[src/rtl/ram_port_arbiter.sv]
// ram_port_arbiter
// Shares one single-port RAM between a writer and a reader. The RAM window
// [LDATA, HDATA] is used as a circular buffer. A write pointer and a read
// pointer each wrap inside the window. A registered level counter tracks
// occupancy.
// Grants are combinational. When both requesters are eligible in the same
// cycle, the grant alternates, and the write side wins the first such cycle
// after reset.
//
// Ports
//   iClk       clock; all state changes on the rising edge
//   iClrn      asynchronous active-low reset
//   iWrReq     writer requests one write this cycle
//   iWrData    write data, valid with iWrReq
//   iRdReq     reader requests one read this cycle
//   oWrGnt     write accepted this cycle
//   oRdGnt     read accepted this cycle
//   oRamAddr   RAM address: write pointer on a write grant, read pointer otherwise
//   oRamWe     RAM write enable (equals oWrGnt)
//   oRamWData  RAM write data (equals iWrData)
//   oRdValid   RAM read data valid, one clock after oRdGnt
//   oFull      buffer holds DEPTH entries
//   oEmpty     buffer holds no entries
//   oLevel     current occupancy
module ram_port_arbiter #(
  parameter int unsigned ADDRWIDTH = 11,
  parameter int unsigned DWIDTH    = 8,
  parameter int unsigned LDATA     = 18 * 55 + 1,
  parameter int unsigned HDATA     = 18 * 66
) (
  input  logic                 iClk,
  input  logic                 iClrn,
  input  logic                 iWrReq,
  input  logic [DWIDTH-1:0]    iWrData,
  input  logic                 iRdReq,
  output logic                 oWrGnt,
  output logic                 oRdGnt,
  output logic [ADDRWIDTH-1:0] oRamAddr,
  output logic                 oRamWe,
  output logic [DWIDTH-1:0]    oRamWData,
  output logic                 oRdValid,
  output logic                 oFull,
  output logic                 oEmpty,
  output logic [ADDRWIDTH-1:0] oLevel
);

  localparam logic [ADDRWIDTH-1:0] LoAddr = ADDRWIDTH'(LDATA);
  localparam logic [ADDRWIDTH-1:0] HiAddr = ADDRWIDTH'(HDATA);
  localparam logic [ADDRWIDTH-1:0] Depth  = ADDRWIDTH'(HDATA - LDATA + 1);
  localparam logic [ADDRWIDTH-1:0] One    = ADDRWIDTH'(1);

  typedef enum logic [0:0] {StInit, StRun} state_e;

  state_e                 stateQ, stateD;
  logic [ADDRWIDTH-1:0]   wrPtrQ, wrPtrD;
  logic [ADDRWIDTH-1:0]   rdPtrQ, rdPtrD;
  logic [ADDRWIDTH-1:0]   levelQ, levelD;
  logic                   rdValidQ;
  // Winner of the most recent contended cycle: 1 = write, 0 = read.
  // It resets to 0 so that the write side wins the first contention.
  logic                   lastWrQ, lastWrD;
  logic                   wrElig, rdElig;
  logic                   wrGnt, rdGnt;
  logic                   full, empty;

  assign full  = (levelQ == Depth);
  assign empty = (levelQ == '0);

  always_ff @(posedge iClk or negedge iClrn) begin
    if (!iClrn) begin
      stateQ   <= StInit;
      wrPtrQ   <= LoAddr;
      rdPtrQ   <= LoAddr;
      levelQ   <= '0;
      rdValidQ <= 1'b0;
      lastWrQ  <= 1'b0;
    end else begin
      stateQ   <= stateD;
      wrPtrQ   <= wrPtrD;
      rdPtrQ   <= rdPtrD;
      levelQ   <= levelD;
      rdValidQ <= rdGnt;
      lastWrQ  <= lastWrD;
    end
  end

  always_comb begin
    // INIT lasts exactly one clock; RUN is held until reset.
    stateD  = StRun;
    wrPtrD  = wrPtrQ;
    rdPtrD  = rdPtrQ;
    levelD  = levelQ;
    lastWrD = lastWrQ;

    wrElig = (stateQ == StRun) && iWrReq && !full;
    rdElig = (stateQ == StRun) && iRdReq && !empty;

    // Under contention, the side that lost last time wins now.
    wrGnt = wrElig && (!rdElig || !lastWrQ);
    rdGnt = rdElig && (!wrElig || lastWrQ);

    if (wrElig && rdElig) begin
      lastWrD = wrGnt;
    end

    if (stateQ == StInit) begin
      wrPtrD = LoAddr;
      rdPtrD = LoAddr;
    end else begin
      if (wrGnt) begin
        wrPtrD = (wrPtrQ == HiAddr) ? LoAddr : wrPtrQ + One;
        levelD = levelQ + One;
      end
      if (rdGnt) begin
        rdPtrD = (rdPtrQ == HiAddr) ? LoAddr : rdPtrQ + One;
        levelD = levelQ - One;
      end
    end
  end

  assign oWrGnt    = wrGnt;
  assign oRdGnt    = rdGnt;
  assign oRamWe    = wrGnt;
  assign oRamAddr  = wrGnt ? wrPtrQ : rdPtrQ;
  assign oRamWData = iWrData;
  assign oRdValid  = rdValidQ;
  assign oFull     = full;
  assign oEmpty    = empty;
  assign oLevel    = levelQ;

endmodule

[config.mk]
export PLATFORM = sky130hd
export DESIGN_NAME = ram_port_arbiter
export DESIGN_NICKNAME = d
export VERILOG_FILES = /design/src/rtl/ram_port_arbiter.sv
export SDC_FILE = /design/constraint.sdc
export NUM_CORES = 1
export LEC_CHECK = 0
export CAP_MARGIN = 5
export CORE_MARGIN = 2
export CORE_UTILIZATION = 44
export DETAILED_ROUTE_END_ITERATION = 16
export GPL_ROUTABILITY_DRIVEN = 0
export PLACE_DENSITY = 0.76
export RECOVER_POWER = 100
export SETUP_SLACK_MARGIN = 0.3
export SYNTH_ARGS = -nofsm -noshare
export SYNTH_HDL_FRONTEND = slang
export SYNTH_SLANG_ARGS = --single-unit
[constraint.sdc]
create_clock -name iClk -period 4.6 [get_ports iClk]
set_input_delay 0.69 -clock iClk [delete_from_list [all_inputs] [get_ports iClk]]
set_output_delay 0.69 -clock iClk [all_outputs]
set_load 0.01 [all_outputs]
Yosys cells after proc, flatten, opt, wreduce, memory -nomap -nowiden
Cells that the tools add are included.
{"block": "word_totals", "register_bits": 36, "latchBits": 0, "mem_bits_rw": 0, "rom_bits": 0, "in_bits": 12, "output_inout_bits": 36, "word_cells": 41, "memories": 0}
{"block": "classes", "add_sub_neg": 4, "n_mul": 0, "div_mod_pow": 0, "magnitude_cmp": 0, "n_eq_ne": 5, "shifts": 0, "muxes": 9, "bitwise_logic": 0, "reduce_logical": 17}
{"cell": "two-way mux 11 bit", "count": 9}
{"cell": "adder 11 x 1 -> 11 bit (second input constant)", "count": 3}
{"cell": "== test 11 bit (second input constant)", "count": 2}
{"cell": "== test 11 x 8 -> 1 bit (second input constant)", "count": 1}
{"cell": "logical NOT 11 bit", "count": 1}
{"cell": "subtractor 11 x 1 -> 11 bit (second input constant)", "count": 1}
{"cell": "logical AND 1 bit", "count": 7}
{"cell": "logical NOT 1 bit", "count": 5}
{"cell": "!= test 2 x 1 -> 1 bit (second input constant)", "count": 2}
{"cell": "logical OR 1 bit", "count": 2}
{"cell": "AND reduction 2 bit", "count": 1}
{"cell": "nonzero test 2 bit", "count": 1}

Depth between registers and ports, before layout
{"block": "depth", "ltp_word": 8, "ltp_mapped": 10, "mapped_depth_nobuf": 9}

Worst setup path before layout
No wires, ideal clock.
{"block": "synth_timing", "path_type": "flip-flop to flip-flop", "start": "reg levelQ[10], in the netlist oLevel[10]", "end": "reg levelQ[10], in the netlist oLevel[10]", "setup_time_ns": 0.126, "arrival_ns": 3.441, "path_slack_ns": 1.033, "path_stages_with_launch": 11, "period_less_slack_ns": 3.567, "path_cell_list": "dfrtp_1 > or4_1 > buf_6 > o31a_1 > and3_1 > fa_1 > a211oi_1 > o21ai_0 > a41oi_1 > mux2_1 > xor2_1"}
{"block": "synth_via", "elab_chain_cells": 8, "word_cells_on_any_way": 18}
{"item": "start: declaration", "line_no": "57", "text": "logic [ADDRWIDTH-1:0] levelQ, levelD;"}
{"item": "start signal: assignment", "line_no": "81", "text": "levelQ <= levelD;"}
{"item": "== test 11 x 8 -> 1 bit", "line_no": "66", "text": "assign full = (levelQ == Depth);"}
{"item": "logical NOT 1 bit", "line_no": "95", "text": "wrElig = (stateQ == StRun) && iWrReq && !full;"}
{"item": "logical AND 1 bit", "line_no": "95"}
{"item": "logical NOT 1 bit", "line_no": "100", "text": "rdGnt = rdElig && (!wrElig || lastWrQ);"}
{"item": "logical OR 1 bit", "line_no": "100"}
{"item": "logical AND 1 bit *", "line_no": "100"}
{"item": "via oRdGnt", "line_no": "37", "text": "output logic oRdGnt,"}
{"item": "nonzero test 2 bit (no line)"}
{"item": "AND reduction 2 bit (no line)"}
Mark *: on every way through the listed nets, which the timed path passes. The rest lies on a longest branch. The select of a mux whose other input is x is not followed.
A chain may end at the register's enable or synchronous reset.

Worst setup path in the final report
{"block": "layout_timing", "start": "reg levelQ[10], in the netlist oLevel[10]", "end": "out oRamAddr[4]"}
{"block": "layout_via", "elab_chain_cells": 7, "word_cells_on_any_way": 10}
{"item": "logical NOT 11 bit", "line_no": "67", "text": "assign empty = (levelQ == '0);"}
{"item": "logical NOT 1 bit", "line_no": "96", "text": "rdElig = (stateQ == StRun) && iRdReq && !empty;"}
{"item": "logical AND 1 bit", "line_no": "96"}
{"item": "logical NOT 1 bit", "line_no": "99", "text": "wrGnt = wrElig && (!rdElig || !lastWrQ);"}
{"item": "logical OR 1 bit", "line_no": "99"}
{"item": "logical AND 1 bit *", "line_no": "99"}
{"item": "two-way mux 11 bit *", "line_no": "124", "text": "assign oRamAddr = wrGnt ? wrPtrQ : rdPtrQ;"}
{"item": "end: declaration", "line_no": "38", "text": "output logic [ADDRWIDTH-1:0] oRamAddr,"}
Mark *: on every way between the ends. The rest lies on a longest branch, timed or not.

==> metrics.md <==
| Metric | Value |
|---|---|
| Status | finished with violations |
| Failing checks | max-capacitance violations, max-slew violations |
| Startpoint Class | flip-flop |
| Final Setup Violations | 0 |
| Initial antenna violation count | 0 |
| Async SR Flop Fraction | 1.00 |
| Number of global-route vias before repair | 2197 |
| Post-DP Area | 2830 um^2 |
| Die ar. | 6450 um^2 |
| Worst Hold Class | reg -> reg |
| Drt via density | 5.92 |
| Post-route ant nets | 0 |
| Wire per inst | 16.1 um |
| Root buf cell | clkbuf_8 |
| Synth Cell Area | 2560 um^2 |
| IO Pins | 48 |
| Total grt overflow | 0 |
| DP HPWL | 4.32 mm |
| Post-synth EDFFs | 0 |
| Setup Fix Bufs, Post-CTS | 0 |
| ANT cells | 0 |
| Hold buffer count at cts | 0 |
| Detailed-route via count | 2192 |
| Fin. Hold Viols | 0 |
| Crit Path Max Fanout | 15 |
| Most frequent cells in the layout | 27 x o21ai_0, 27 x dlygate4sd3_1, 22 x nand2_1 |
| TNS Setup | 0 ps |
| Iter 0 DRT Violations | 198 |
| Synth warn | 0 |
| GRT Total Usage | 0.203 |
| Final Max Tran Viols | 18 |
| Num CTS Buffers | 5 |
| H-tree level count | 2 |
| Pleak | 1.19 nW |
| Power Density | 571 nW/um^2 |
| RSZ-0062 raised after global routing | false |
| Layout Skew | 8.08 ps |
| WHS Path Cells | 1 |
| DRC | 0 |
| Total Power | 1.65 mW |
| Period utilization | 0.903 |
| Cells after synthesis | 280 |
| Max VDD drop | 335 uV |
| Pin count of the biggest net entering global routing | 22 |
| Clk_lat worst skew | 290 ps |
| Crit path required time | 3910 ps |
| WP data arrival | 3470 ps |
| Min cycle time layout | 4160 ps |
| R2R depth | 9 |
| Final core occ | 0.518 |
| Max Freq | 241 MHz |
| Post-placement cell count | 362 |
| Non-filler cells, final | 370 |
| CTS tree | built |
| Ratio of cells with drive above 1 in the final layout | 0.128 |
| P&R area growth vs syn | 12.7% |
| Synth unique cells | 52 |
| PortBufs | 31 |
| Clk slew on worst S/H paths | 70 ps |
| Max_cap viols | 1 |
| Initial core utilization | 0.460 |
| Clk sinks | 36 |
| Worst setup EP type | output port |
| Syn nets | 306 |
| WL final | 5.97 mm |
| Worst setup margin | 445 ps |
| Max Buffers Root-to-Sink | 2 |
| DR pass1 iterations | 4 |
| Die height | 80.3 um |
| WHS | 513 ps |
| Critical path class | reg -> out |
| Slew HR | -0.106 |
| Area of the core | 5570 um^2 |
| Most common flop cell mapped by yosys | dfstp_2 |
| Place WS | 760 ps |
| Actual slew at the worst max-slew pin | 1640 ps |
| CTS-repair resized insts | 0 |
| Nets@finish | 323 |
| Placement Rows | 27 |
| Wire length of the first global-routing pass | 10.3 mm |
| Final Instance Area | 2890 um^2 |
| #FFs+latches synth | 36 |
| Mapped Avg Cell Area | 9.15 um^2 |
| Sequential area share after synthesis | 0.360 |
| Die width | 80.3 um |
routing by layer:
metal | share of wire | GRT usage
met4 | 0.017 | 0.0797
met5 | 0 | 0
met1 | 0.46 | 0.266
met3 | 0.050 | 0.0427
met2 | 0.47 | 0.328
flip-flops by register name, indices dropped and copies added (netlist names):
signal / flops
lastWrQ: 1
oRdValid: 1
stateQ: 1
wrPtrQ: 11
rdPtrQ: 11
oLevel: 11
critical path: stages (launching register included):
cell,delay (ps)
dfrtp_1,410
or4_1,690
o311a_1,460
or3_1,460
inv_6,180
mux2_2,370
dlygate4sd3_1,600
path summary, 6_finish.rpt:
kind                             from           to  slack [ps]
max                        oLevel[10]  oRamAddr[4]         440
min                        oLevel[10]   oLevel[10]         510
max reg2reg                oLevel[10]   oLevel[10]         610
min reg2reg                oLevel[10]   oLevel[10]         510
max in group asynchronous       iClrn       stateQ        2110
min in group asynchronous       iClrn    wrPtrQ[5]         900
cell type report:
class	instances	area [um^2]
inverter	12	50.0
multi-input combinational	208	1410
sequential	36	923
fill	553	2690
tap	72	90.1
clock buffer	8	90.1
timing repair buffer	34	329
power by group:
group / internal [mW] / leakage, nW / switching (mW) / total [mW]
registers: 0.470 / 0.417 / 0.177 / 0.647
logic: 0.364 / 0.728 / 0.404 / 0.768
clock network: 0.122 / 0.0455 / 0.113 / 0.235
total: 0.956 / 1.19 / 0.694 / 1.65
logic make-up (layout without fill, tap and decap cells):
group	count (synthesis)	count (layout)	synth area share
fa+ha+maj	14	14	0.0713
mux	9	9	0.0439
xor+xnor	10	10	0.0342
simple gates	86	86	0.179
buf+inv	36	54	0.0786
flops	36	36	0.360
other cells	1	1	0.00146
compound gates	88	88	0.231
cells in the mapped netlist (2+ instances only):
master    count  area share
o21ai_0      26       0.051
nand2_1      22       0.032
dfrtp_1      18        0.18
dfstp_2      18        0.18
nor2_1       16       0.023
a21oi_1      14       0.027
ha_1         13       0.063
inv_1        11       0.016
nor3_1       11       0.021
clkbuf_1     10       0.015
nand3_1      10       0.020
o31ai_1      10       0.029
buf_4         9       0.026
a21o_1        7       0.021
a31oi_1       7       0.017
nand4_1       7       0.017
xor2_1        6       0.021
mux2_2        5       0.022
and3_1        4      0.0098
xnor2_1       4       0.014
and4_1        3       0.010
buf_2         3      0.0059
mux2_4        3       0.018
nor4_1        3      0.0073
o21a_1        3      0.0088
o22a_1        3       0.010
o41ai_1       3       0.010
or4_1         3      0.0088
a211oi_1      2      0.0059
nand4b_1      2      0.0068
o21bai_1      2      0.0059
o31a_1        2      0.0068
Note: power is estimated with default switching activity, not from simulation.
